## config.mk

```make
export PLATFORM = sky130hd
export DESIGN_NAME = exec_sequencer
export DESIGN_NICKNAME = d
export VERILOG_FILES = /design/src/rtl/exec_seq_pkg.sv /design/src/rtl/exec_seq_watchdog.sv /design/src/rtl/exec_sequencer.sv
export SDC_FILE = /design/constraint.sdc
export NUM_CORES = 1
export LEC_CHECK = 0
export ABC_CLOCK_PERIOD_IN_PS = 5120
export BUFFER_PORTS_ARGS = -buffer_cell sky130_fd_sc_hd__buf_2
export CAP_MARGIN = 0
export CORE_AREA = 10 10 105 107
export CTS_BUF_LIST = sky130_fd_sc_hd__clkbuf_16
export DETAILED_ROUTE_END_ITERATION = 10
export DIE_AREA = 0 0 115 117
export GPL_TIMING_DRIVEN = 0
export PLACE_DENSITY = 0.93
export SLEW_MARGIN = 40
export SYNTH_ARGS = -nofsm -noshare
export SYNTH_HDL_FRONTEND = slang
export SYNTH_HIERARCHICAL = 1
export SYNTH_SLANG_ARGS = --single-unit
export TNS_END_PERCENT = 20
```

## constraint.sdc

```tcl
create_clock -name clk -period 5.12 [get_ports clk]
set_input_delay 0.768 -clock clk [delete_from_list [all_inputs] [get_ports clk]]
set_output_delay 0.768 -clock clk [all_outputs]
set_load 0.02 [all_outputs]
```

## src/rtl/exec_seq_pkg.sv

```systemverilog
// Shared types and widths for the execution sequencer.
// EXEC_SEQ_TIMEOUT_EN adds the FAULT state used by the bus-wait watchdog.
package exec_seq_pkg;

  localparam int unsigned ADDR_W  = 24;
  localparam int unsigned DATA_W  = 16;
  localparam int unsigned INSTR_W = 32;

  typedef enum logic [2:0] {
    FETCH_LO = 3'd0,
    FETCH_HI = 3'd1,
    DECODE   = 3'd2,
    MEM      = 3'd3,
    EXEC     = 3'd4,
    HALT     = 3'd5
`ifdef EXEC_SEQ_TIMEOUT_EN
    ,
    FAULT    = 3'd6
`endif
  } state_t;

endpackage

```

## src/rtl/exec_seq_watchdog.sv

```systemverilog
// Per-transfer bus wait counter; expired flags the cycle in which the
// TIMEOUT_CYCLES-th consecutive un-acked request cycle is reached.
module exec_seq_watchdog #(
  parameter int unsigned TIMEOUT_CYCLES = 255
) (
  input  logic clk,
  input  logic rst,
  input  logic active,
  input  logic ack,
  output logic expired
);

  localparam int unsigned CNT_W = $clog2(TIMEOUT_CYCLES + 1);

  logic [CNT_W-1:0] count;

  // Request always drops for at least one cycle between transfers, so
  // clearing on !active restarts the count for every new request.
  always_ff @(posedge clk or posedge rst) begin
    if (rst)          count <= '0;
    else if (!active) count <= '0;
    else if (!ack)    count <= count + 1'b1;
  end

  assign expired = active && !ack && (count == CNT_W'(TIMEOUT_CYCLES - 1));

endmodule

```

## src/rtl/exec_sequencer.sv

```systemverilog
// Multi-cycle fetch/decode/memory/execute control FSM, sole bus master.
// Define EXEC_SEQ_TIMEOUT_EN to enable the bus-ack watchdog and FAULT state.
module exec_sequencer
  import exec_seq_pkg::*;
#(
  parameter int unsigned TIMEOUT_CYCLES = 255
) (
  input  logic               clk,
  input  logic               rst,
  input  logic [15:0]        pc,
  input  logic [7:0]         cs,
  input  logic [7:0]         ds,
  input  logic               dec_mem_rd,
  input  logic               dec_mem_wr,
  input  logic               dec_halt,
  input  logic [15:0]        dec_addr,
  input  logic [DATA_W-1:0]  st_data,
  input  logic               resume,
  output logic               bus_req,
  output logic               bus_we,
  output logic [ADDR_W-1:0]  bus_addr,
  output logic [DATA_W-1:0]  bus_wdata,
  input  logic [DATA_W-1:0]  bus_rdata,
  input  logic               bus_ack,
  output logic [INSTR_W-1:0] instr,
  output logic               execution_signal,
  output logic               mem_src,
  output logic [DATA_W-1:0]  mem_data,
  output logic               halted,
  output logic               fault
);

  state_t state;

  if (TIMEOUT_CYCLES == 0) begin : g_bad_timeout
    $error("exec_sequencer: TIMEOUT_CYCLES must be nonzero");
  end

`ifdef EXEC_SEQ_TIMEOUT_EN
  logic wd_expired;

  exec_seq_watchdog #(
    .TIMEOUT_CYCLES(TIMEOUT_CYCLES)
  ) u_watchdog (
    .clk    (clk),
    .rst    (rst),
    .active (bus_req),
    .ack    (bus_ack),
    .expired(wd_expired)
  );
`else
  assign fault = 1'b0;
`endif

  // Fetch states spend one cycle with bus_req low before issuing; that cycle
  // is the mandatory bus idle gap and, in FETCH_LO, samples the committed pc.
  always_ff @(posedge clk or posedge rst) begin
    if (rst) begin
      state            <= FETCH_LO;
      bus_req          <= 1'b0;
      bus_we           <= 1'b0;
      bus_addr         <= '0;
      bus_wdata        <= '0;
      instr            <= '0;
      execution_signal <= 1'b0;
      mem_src          <= 1'b0;
      mem_data         <= '0;
      halted           <= 1'b0;
`ifdef EXEC_SEQ_TIMEOUT_EN
      fault            <= 1'b0;
`endif
    end else begin
      execution_signal <= 1'b0;
      mem_src          <= 1'b0;
      case (state)
        FETCH_LO: begin
          if (!bus_req) begin
            bus_req  <= 1'b1;
            bus_we   <= 1'b0;
            bus_addr <= {cs, pc};
          end else if (bus_ack) begin
            instr[15:0] <= bus_rdata;
            bus_req     <= 1'b0;
            state       <= FETCH_HI;
          end
        end
        FETCH_HI: begin
          if (!bus_req) begin
            bus_req  <= 1'b1;
            bus_addr <= {cs, pc + 16'd2};
          end else if (bus_ack) begin
            instr[31:16] <= bus_rdata;
            bus_req      <= 1'b0;
            state        <= DECODE;
          end
        end
        DECODE: begin
          // DECODE doubles as the idle gap before the data transfer.
          if (dec_halt) begin
            halted <= 1'b1;
            state  <= HALT;
          end else if (dec_mem_rd) begin
            bus_req  <= 1'b1;
            bus_we   <= 1'b0;
            bus_addr <= {ds, dec_addr};
            state    <= MEM;
          end else if (dec_mem_wr) begin
            bus_req   <= 1'b1;
            bus_we    <= 1'b1;
            bus_addr  <= {ds, dec_addr};
            bus_wdata <= st_data;
            state     <= MEM;
          end else begin
            execution_signal <= 1'b1;
            state            <= EXEC;
          end
        end
        MEM: begin
          if (bus_ack) begin
            if (!bus_we) mem_data <= bus_rdata;
            mem_src          <= !bus_we;
            execution_signal <= 1'b1;
            bus_req          <= 1'b0;
            bus_we           <= 1'b0;
            state            <= EXEC;
          end
        end
        EXEC: state <= FETCH_LO;
        HALT: begin
          if (resume) begin
            halted           <= 1'b0;
            execution_signal <= 1'b1;
            state            <= EXEC;
          end
        end
`ifdef EXEC_SEQ_TIMEOUT_EN
        FAULT: state <= FAULT;
`endif
        default: state <= FETCH_LO;
      endcase
`ifdef EXEC_SEQ_TIMEOUT_EN
      if (wd_expired) begin
        bus_req <= 1'b0;
        bus_we  <= 1'b0;
        fault   <= 1'b1;
        state   <= FAULT;
      end
`endif
    end
  end

endmodule
```

After elaboration in Yosys (flattened, before gate mapping)
Index checks and enable logic that the tools add are counted.

operators by class
  equal/unequal tests = 15
  add/subtract/negate cells = 1
  reduce and logical (&&, ||, !) cells = 16
  bitwise gates (word level) = 3
  mux-type cells = 38

operators with widths
  cell                                           number
  2-to-1 mux 24 bit                              5
  one-hot mux 24 bit (3 select lines)            1
  2-to-1 mux 3 bit                               9
  != test 2 bit, second input constant           10
  2-to-1 mux 1 bit                               18
  adder 16 x 2 -> 16 bit, second input constant  1
  one-hot mux 3 bit (5 select lines)             1
  AND reduction 3 bit                            4
  AND reduction 5 bit                            2
  one-hot mux 1 bit (3 select lines)             3
  nonzero test 3 bit                             3
  AND reduction 4 bit                            2
  == test 3 x 2 -> 1 bit, second input constant  2
  AND reduction 6 bit                            1
  == test 3 x 1 -> 1 bit, second input constant  1
  == test 3 bit, second input constant           1
  zero test 3 bit                                1
  != test 3 bit, second input constant           1
  NOT 1 bit                                      3
  one-hot mux 1 bit (2 select lines)             1
  nonzero test 2 bit                             1
  OR reduction 2 bit                             1
  zero test 1 bit                                1

word-level totals
  logic and storage cells = 84
  input bits = 87
  output and inout bits = 94
  bits in registers = 96

Longest topological paths before layout
Gate-level depths: netlist (run 1).

  depth after elaboration = 4
  gate-level depth with buffers = 7
  gate-level depth less buffers = 5

Worst setup path before layout (run 1)
OpenSTA, ideal clock, no wires.

  kind = in2reg
  start = input port bus_ack
  end = register mem_data[0]
  buffers on the path = 1
  required time = 4995 ps
  stages on the path = 4
  arrival = 1843 ps
  setup slack = 3152 ps
  setup time = 125 ps
  cells stage by stage = nand3b_1 -> nor3b_2 -> buf_4 -> mux2_2

between the ends
  cells in the longest elaborated chain, start to end = 1

ends and longest elaborated chain
  item                           line                   RTL
  start, declared                exec_sequencer.sv:24   input logic bus_ack,
  AND reduction 3 bit (no line)  --
  end signal, assigned           exec_sequencer.sv:120  if (!bus_we) mem_data <= bus_rdata;
  end, declared                  exec_sequencer.sv:28   output logic [DATA_W-1:0] mem_data,

Every way passes these cells.
A chain may end at the register's enable or synchronous reset.

Worst setup path in the final report (run 1)
  start = register state[0]
  end = register mem_data[4]

between the ends
  cells in the longest elaborated chain, start to end = 2

ends and longest elaborated chain
  item                           line                  RTL
  start, declared                exec_sequencer.sv:33  state_t state;
  start signal, assigned         exec_sequencer.sv:59  state <= FETCH_LO;
  start signal, assigned         exec_sequencer.sv:84  state <= FETCH_HI;
  start signal, assigned         exec_sequencer.sv:94  state <= DECODE;
  == test 3 x 2 -> 1 bit         exec_sequencer.sv:75  case (state)
  AND reduction 3 bit (no line)  --

Every way passes these cells.

==> results.yml, run 1 <==
grt:
  grt.total_usage_pct: 19.3
  antenna_found_initial: 0
  use_met2_pct: 34.0
  grt_pass1_wl_um: 21000
  busiest_layer: "met2"
  use_met1_pct: 21.1
  grt_pass1_vias: 4200
  grt_max_degree: 57
  grt-ovfl-total: 0
  grtUsageMet3_pct: 7.03
timing:
  finalSetupViolations: 0
  finalMaxSlewViolations: 0
  setup_tns_ns: 0
  relSlewSlack_pct: 52.1
  final_hold_viol_count: 0
  fmax_ghz: 0.465
  min_period_over_period_pct: 42.0
  skew_ns: 0.00936
  rsz0062_at_grt: "no"
  post-route-min-period_ns: 2.15
  tightest_slew_ns: 0.715
die:
  io_pins: 181
  num_rows: 35
  fp.dieW_um: 115
  die_y_um: 117
  die-area_um2: 13500
  initial_core_util_pct: 50.0
  coreArea_um2: 9020
power_and_ir_drop:
  p_leak_nw: 2.84
  irDropWorstVdd_mv: 0.392
  powerDensity_nw_per_um2: 656
setup_path:
  worstPathRequired_ns: 5.34
  cp_max_fo: 10
  start_kind: "flop"
  critPathKind: "reg -> reg"
  arrival_ns: 2.37
  r2r_slack_ns: 2.97
  cp-end-kind: "flop"
synthesis:
  avgSynthCellArea_um2: 11.9
  yosys_warnings: 6
  synth_edf_count: 0
  ys_ff_latch: 96
  yosys-top-cells-area: "dfrtp_1, mux2_2, o21ai_0, mux2i_1, a2bb2oi_1"
  synthFlopType: "dfrtp_1"
  synth_nets: 467
  yosysTopAreaCell: "dfrtp_1"
  synth.most_common_cell: "dfrtp_1"
  postSynth.asyncResetShare_pct: 100
  syn_area_um2: 4510
  synth.yosys.seq_area_share_pct: 53.3
  yosys.area.top_type_share_pct: 53.3
  synthDistinctLibCells: 52
  yosys-top-cells-count: "dfrtp_1, mux2_2, o21ai_0"
  synthCells: 378
detailed_routing:
  drt-initial-drc-count: 254
  routedWlPerCell_um: 19.5
  num_vias: 3862
  dr.pass1.iters: 5
  routed_wl_um: 13400
  drc: 0
  antenna_left: 0
  viasPerCell: 5.64
place:
  hpwl_um: 10500
  dp_cells: 669
  gp_congestion: 0.904
  port_buffers: 179
cells_and_area:
  fin_nets: 658
  area_growth_pct: 30.0
  fillCellCount: 739
  final_cell_count_no_fill: 685
  drive_above_1_share_pct: 49.3
  diodes: 0
  post-route-util_pct: 65.0
cts:
  cts_resized: 0
  numCtsBuffers: 9
  clk_pin_slew_ns: 0.07
  htree_num_levels: 3
  cts.sinks: 96
  ctsHoldBuffers: 0
  cts_tree: "done"
  post_cts_buffers: 0
  cts_buffer_depth: 2
  clk_latency_ns: 0.34
  ctsRootBufferMaster: "clkbuf_16"
flow_run:
  maxCapViolCount: 0
min_path:
  worstHoldPathType: "in -> async"
status:
  status: "finished clean"
-- worst paths after layout --
| kind | start | end | cells after the start |
|---|---|---|---|
| max | state[0] | mem_data[4] | 4 |
| max reg2reg | state[0] | mem_data[4] | 4 |
| min reg2reg | instr[24] | instr[24] | 1 |
| max in group asynchronous | rst | mem_data[4] | 3 |
| min in group clk | instr[24] | instr[24] | 1 |
| min | rst | bus_wdata[1] | 2 |
-- routing by layer --
layer | share of wire, % | up-vias
met5 | 0 | -
met2 | 53 | 174
met4 | 1.8 | 0
met1 | 35 | 1892
li1 | - | 1776
met3 | 10 | 20
-- registers in the layout, indices dropped and copies added (netlist names) --
name	flops
mem_data	16
state	3
halted	1
execution_signal	1
bus_addr	24
instr	32
bus_req	1
bus_wdata	16
bus_we	1
mem_src	1
-- critical path, cell delays in order, from the launching register on --
cell and delay, ns:
dfrtp_1 0.45, buf_2 0.27, nor3b_2 0.64, buf_4 0.32
mux2_2 0.36
-- placed cells by master, fill, tap and decap left out, types with 3 or more instances in the layout --
master and count:
a2111oi_0 6, a211oi_1 4, a21oi_1 7, a221oi_1 3
a22o_1 3, a2bb2oi_1 8, and2_1 4, buf_1 3
buf_2 187, buf_4 3, clkbuf_1 11, clkbuf_16 9
dfrtp_1 96, inv_1 5, inv_6 3, mux2_2 67
mux2i_1 19, nand2_1 11, nand3_1 5, nor2_1 18
nor3_1 4, nor4_1 8, o21ai_0 40, o21ai_1 3
o31a_1 3
-- cell families after synthesis --
group | count (synthesis) | synth area share [%]
XOR/XNOR | 1 | 0.194
AND/OR/NAND/NOR | 71 | 8.88
buffers and inverters | 32 | 3.16
flip-flops | 96 | 53.3
AO/OA/AOI/OAI | 89 | 12.9
multiplexers | 86 | 21.0
adder cells (fa/ha/maj) | 2 | 0.555
other | 1 | 0.0832
-- final cells by class --
cell class / instances / area (um2) / share of cell area (%)
clock inverter: 7 / 61.3 / 1.05
multi-input combinational: 250 / 1960 / 33.5
timing repair buffer: 180 / 923 / 15.8
inverter: 6 / 27.5 / 0.470
buffer: 26 / 120 / 2.05
tap: 111 / 139 / 2.37
sequential: 96 / 2400 / 41.0
clock buffer: 9 / 225 / 3.84
-- power by group --
| group | switching, W | total [W] | internal [W] |
|---|---|---|---|
| registers | 0.000189 | 0.00130 | 0.00112 |
| logic | 0.00115 | 0.00189 | 0.000749 |
| clock network | 0.000306 | 0.000646 | 0.000340 |
| total | 0.00164 | 0.00384 | 0.00220 |
-- through the flow --
stage	hold WS, ns	setup WS, ns	power [W]	area [um2]
6_report	0.442	2.97	0.00384	5860
5_1_grt	0.457	2.83	0.00409	5860
4_1_cts	0.445	2.95	0.00388	5860
3_5_place_dp	0.488	2.63	0.00322	5580
3_3_place_gp	0.484	0.867	0.00313	5540
2_1_floorplan	0.626	1.85	0.00253	4510
Note: power is estimated with default switching activity, not from simulation.
==> run 2: changes to the inputs <==
- ABC_AREA: not set -> 1
- ABC_CLOCK_PERIOD_IN_PS: 5120 -> 2000
- CORE_AREA: 10 10 105 107 -> 10 10 107 109
- DIE_AREA: 0 0 115 117 -> 0 0 117 119
- PLACE_DENSITY: 0.93 -> 0.9
- clock period: 5.12 -> 2 ns (I/O delays scaled with it)
==> run 2 against run 1 <==
Synthesized area about the same. Fmax rose by 23%. Final area is 1.6% higher. Sequential power grew to 2.6 times the previous value. Worst hold slack worse by 0.24 ns. Non-clock buffer count stayed put. Wire length up 1.8%. Count of clock-buffer cells in the layout stayed put. Synthesized cell count increased by 47%. Critical path type unchanged. Critical endpoint is now instr[17]. Largest power group unchanged.
==> results.yml, run 2 <==
status:
  status: "finished clean"
synthesis:
  synth.most_common_cell: "nand2_1"
  synth_nets: 645
  ys_ff_latch: 96
  yosysTopAreaCell: "dfrtp_1"
  postSynth.asyncResetShare_pct: 100
  synthMuxAreaShare_pct: 0
  syn_area_um2: 4510
  synth_fa_ha_area_share_pct: 0.555
  synth_edf_count: 0
  avgSynthCellArea_um2: 8.11
  synth.yosys.seq_area_share_pct: 53.3
  synth_xor_area_share_pct: 0
  yosys.area.top_type_share_pct: 53.3
  synthCells: 556
  yosys-top-cells-area: "dfrtp_1, nand2_1, o21ai_0, inv_1, nor2_1"
  synth_top_family_by_area: "simple AND/OR/NAND/NOR gates"
  synthDistinctLibCells: 29
  yosys_warnings: 6
  synthFlopType: "dfrtp_1"
  yosys-top-cells-count: "nand2_1, dfrtp_1, o21ai_0"
  synth_compound_area_share_pct: 13.9
  synth-simple-area-share_pct: 24.1
cts:
  htree_num_levels: 3
  ctsRootBufferMaster: "clkbuf_16"
  clk_latency_ns: 0.34
  cts.sinks: 96
  post_cts_buffers: 0
  clk_pin_slew_ns: 0.08
  cts_tree: "done"
  cts_buffer_depth: 2
  numCtsBuffers: 9
timing:
  fmax_ghz: 0.571
  post-route-min-period_ns: 1.75
  finalMaxSlewViolations: 0
  min_period_over_period_pct: 87.6
  relSlewSlack_pct: 61.7
  final_hold_viol_count: 0
  rsz0062_at_grt: "no"
  tightest_slew_ns: 0.574
  finalSetupViolations: 0
  skew_ns: 0.0125
detailed_routing:
  num_vias: 4313
  drc: 0
  drt-initial-drc-count: 311
  routedWlPerCell_um: 15.6
  dr.pass1.iters: 5
  antenna_left: 0
  routed_wl_um: 13600
  viasPerCell: 4.95
cells_and_area:
  drive_above_1_share_pct: 32.8
  layout_commonest_cell: "buf_2"
  fillCellCount: 853
  largest_reg_flops: 32
  stdcell_area_um2: 5950
  area_growth_pct: 32.1
  fin_nets: 840
  final_cell_mix: "buf_2, nand2_1, dfrtp_1"
  reg_top3: "instr x32, bus_addr x24"
  regMostFlops: "instr"
min_path:
  worstHoldPathType: "in -> reg"
grt:
  grt_max_degree: 28
  antenna_found_initial: 0
  grt_pass1_vias: 4498
  grt-ovfl-total: 0
  grt.total_usage_pct: 19.4
  grt_pass1_wl_um: 21800
die:
  die-area_um2: 13900
  initial_core_util_pct: 47.6
  fp.dieW_um: 117
  die_y_um: 119
  num_rows: 36
  coreArea_um2: 9460
  io_pins: 181
flow_run:
  maxCapViolCount: 0
power_and_ir_drop:
  pwr-share-clk_pct: 16.7
  internal-power_w: 0.00547
  comb_power_share_pct: 50.2
  p_switching_w: 0.00472
  power_frac_seq_pct: 33.0
  power_w: 0.0102
  p_leak_nw: 3.27
  irDropWorstVdd_mv: 0.808
  powerDensity_nw_per_um2: 1710
  switching_share_pct: 46.3
setup_path:
  worstPathRequired_ns: 2.25
  cp-end-kind: "flop"
  critPathKind: "reg -> reg"
  arrival_ns: 2.01
  cp_max_fo: 10
  start_kind: "flop"
place:
  port_buffers: 179
  placed_cell_area_um2: 5640
  gp_congestion: 0.942
  hpwl_um: 10700
[run 2: cell count changes after synthesis, moves of 9 or more]
cell,change
o21ai_0,+24
or2_2,+9
inv_1,+53
mux2_2,-67
o21ai_1,+13
mux2i_1,-19
o211ai_1,+9
nand2_1,+154
nand3_1,+19
nor2_1,+26
[run 2: kinds of logic after synthesis]
kind of cell | after synthesis
simple gates | 259
flops | 96
buf+inv | 85
fa+ha+maj | 2
compound gates | 113
other cells | 1
[run 2: cell type report]
class	count	area (um2)	area share, %
antenna	1	2.50	0.0420
clock buffer	9	225	3.78
timing repair buffer	184	1000	16.8
sequential	96	2400	40.3
tap	114	143	2.40
buffer	22	129	2.16
multi-input combinational	375	1740	29.2
inverter	63	240	4.03
clock inverter	7	72.6	1.22
[run 2: through the flow]
step                util [%]  setup slack (ns)  instances  hold slack [ns]  TNS [ns]
finish                  62.9             0.247        871            0.203         0
global route            62.9            0.0341        870            0.202         0
CTS                     62.9             0.254        870            0.194         0
detailed placement      59.7             0.273        853            0.294         0
global placement        58.7           -0.0755        849            0.457     -6.80
floorplan                  -             0.566        556            0.425         0
[run 2: worst paths after layout]
kind / from / end / slack [ns] / depth (start not counted)
setup / recovery: state[1] / instr[17] / 0.25 / 6
hold / removal: st_data[10] / bus_wdata[10] / 0.20 / 3
setup reg to reg: state[1] / instr[17] / 0.25 / 6
hold reg to reg: bus_addr[4] / bus_addr[4] / 0.48 / 2
max in group asynchronous: rst / bus_wdata[7] / 0.93 / 5
min in group asynchronous: rst / instr[7] / 0.48 / 3
[run 2: per-layer routing]
layer | global-route usage [%] | wire length, um | share of wire, %
met1 | 22.9 | 5400 | 40
met2 | 33.0 | 6610 | 49
met3 | 5.42 | 1430 | 10
met4 | 6.65 | 175 | 1.3
met5 | 0 | 0 | 0
[run 2: power groups by stage]
stage                     sequential (W)  clock, W  combinational, W
after floorplan                  0.00446         0           0.00225
after global placement           0.00335         0           0.00507
after detailed placement         0.00338         0           0.00520
after CTS                        0.00336   0.00174           0.00520
after global routing             0.00349   0.00183           0.00571
final                            0.00337   0.00171           0.00512
[run 2: what timing repair did]
item / 4_1_cts / 5_1_grt
resized for setup: 0 / 0
hold buffers: 1 / 0
hold endpoints to repair: 7 / 0
[run 2: worst max-delay path, stage by stage (launching register included)]
cell,delay [ns]
dfrtp_1,0.45
nor2_1,0.27
nand2_2,0.14
inv_2,0.17
nand3_2,0.15
clkbuf_1,0.27
o21ai_0,0.22
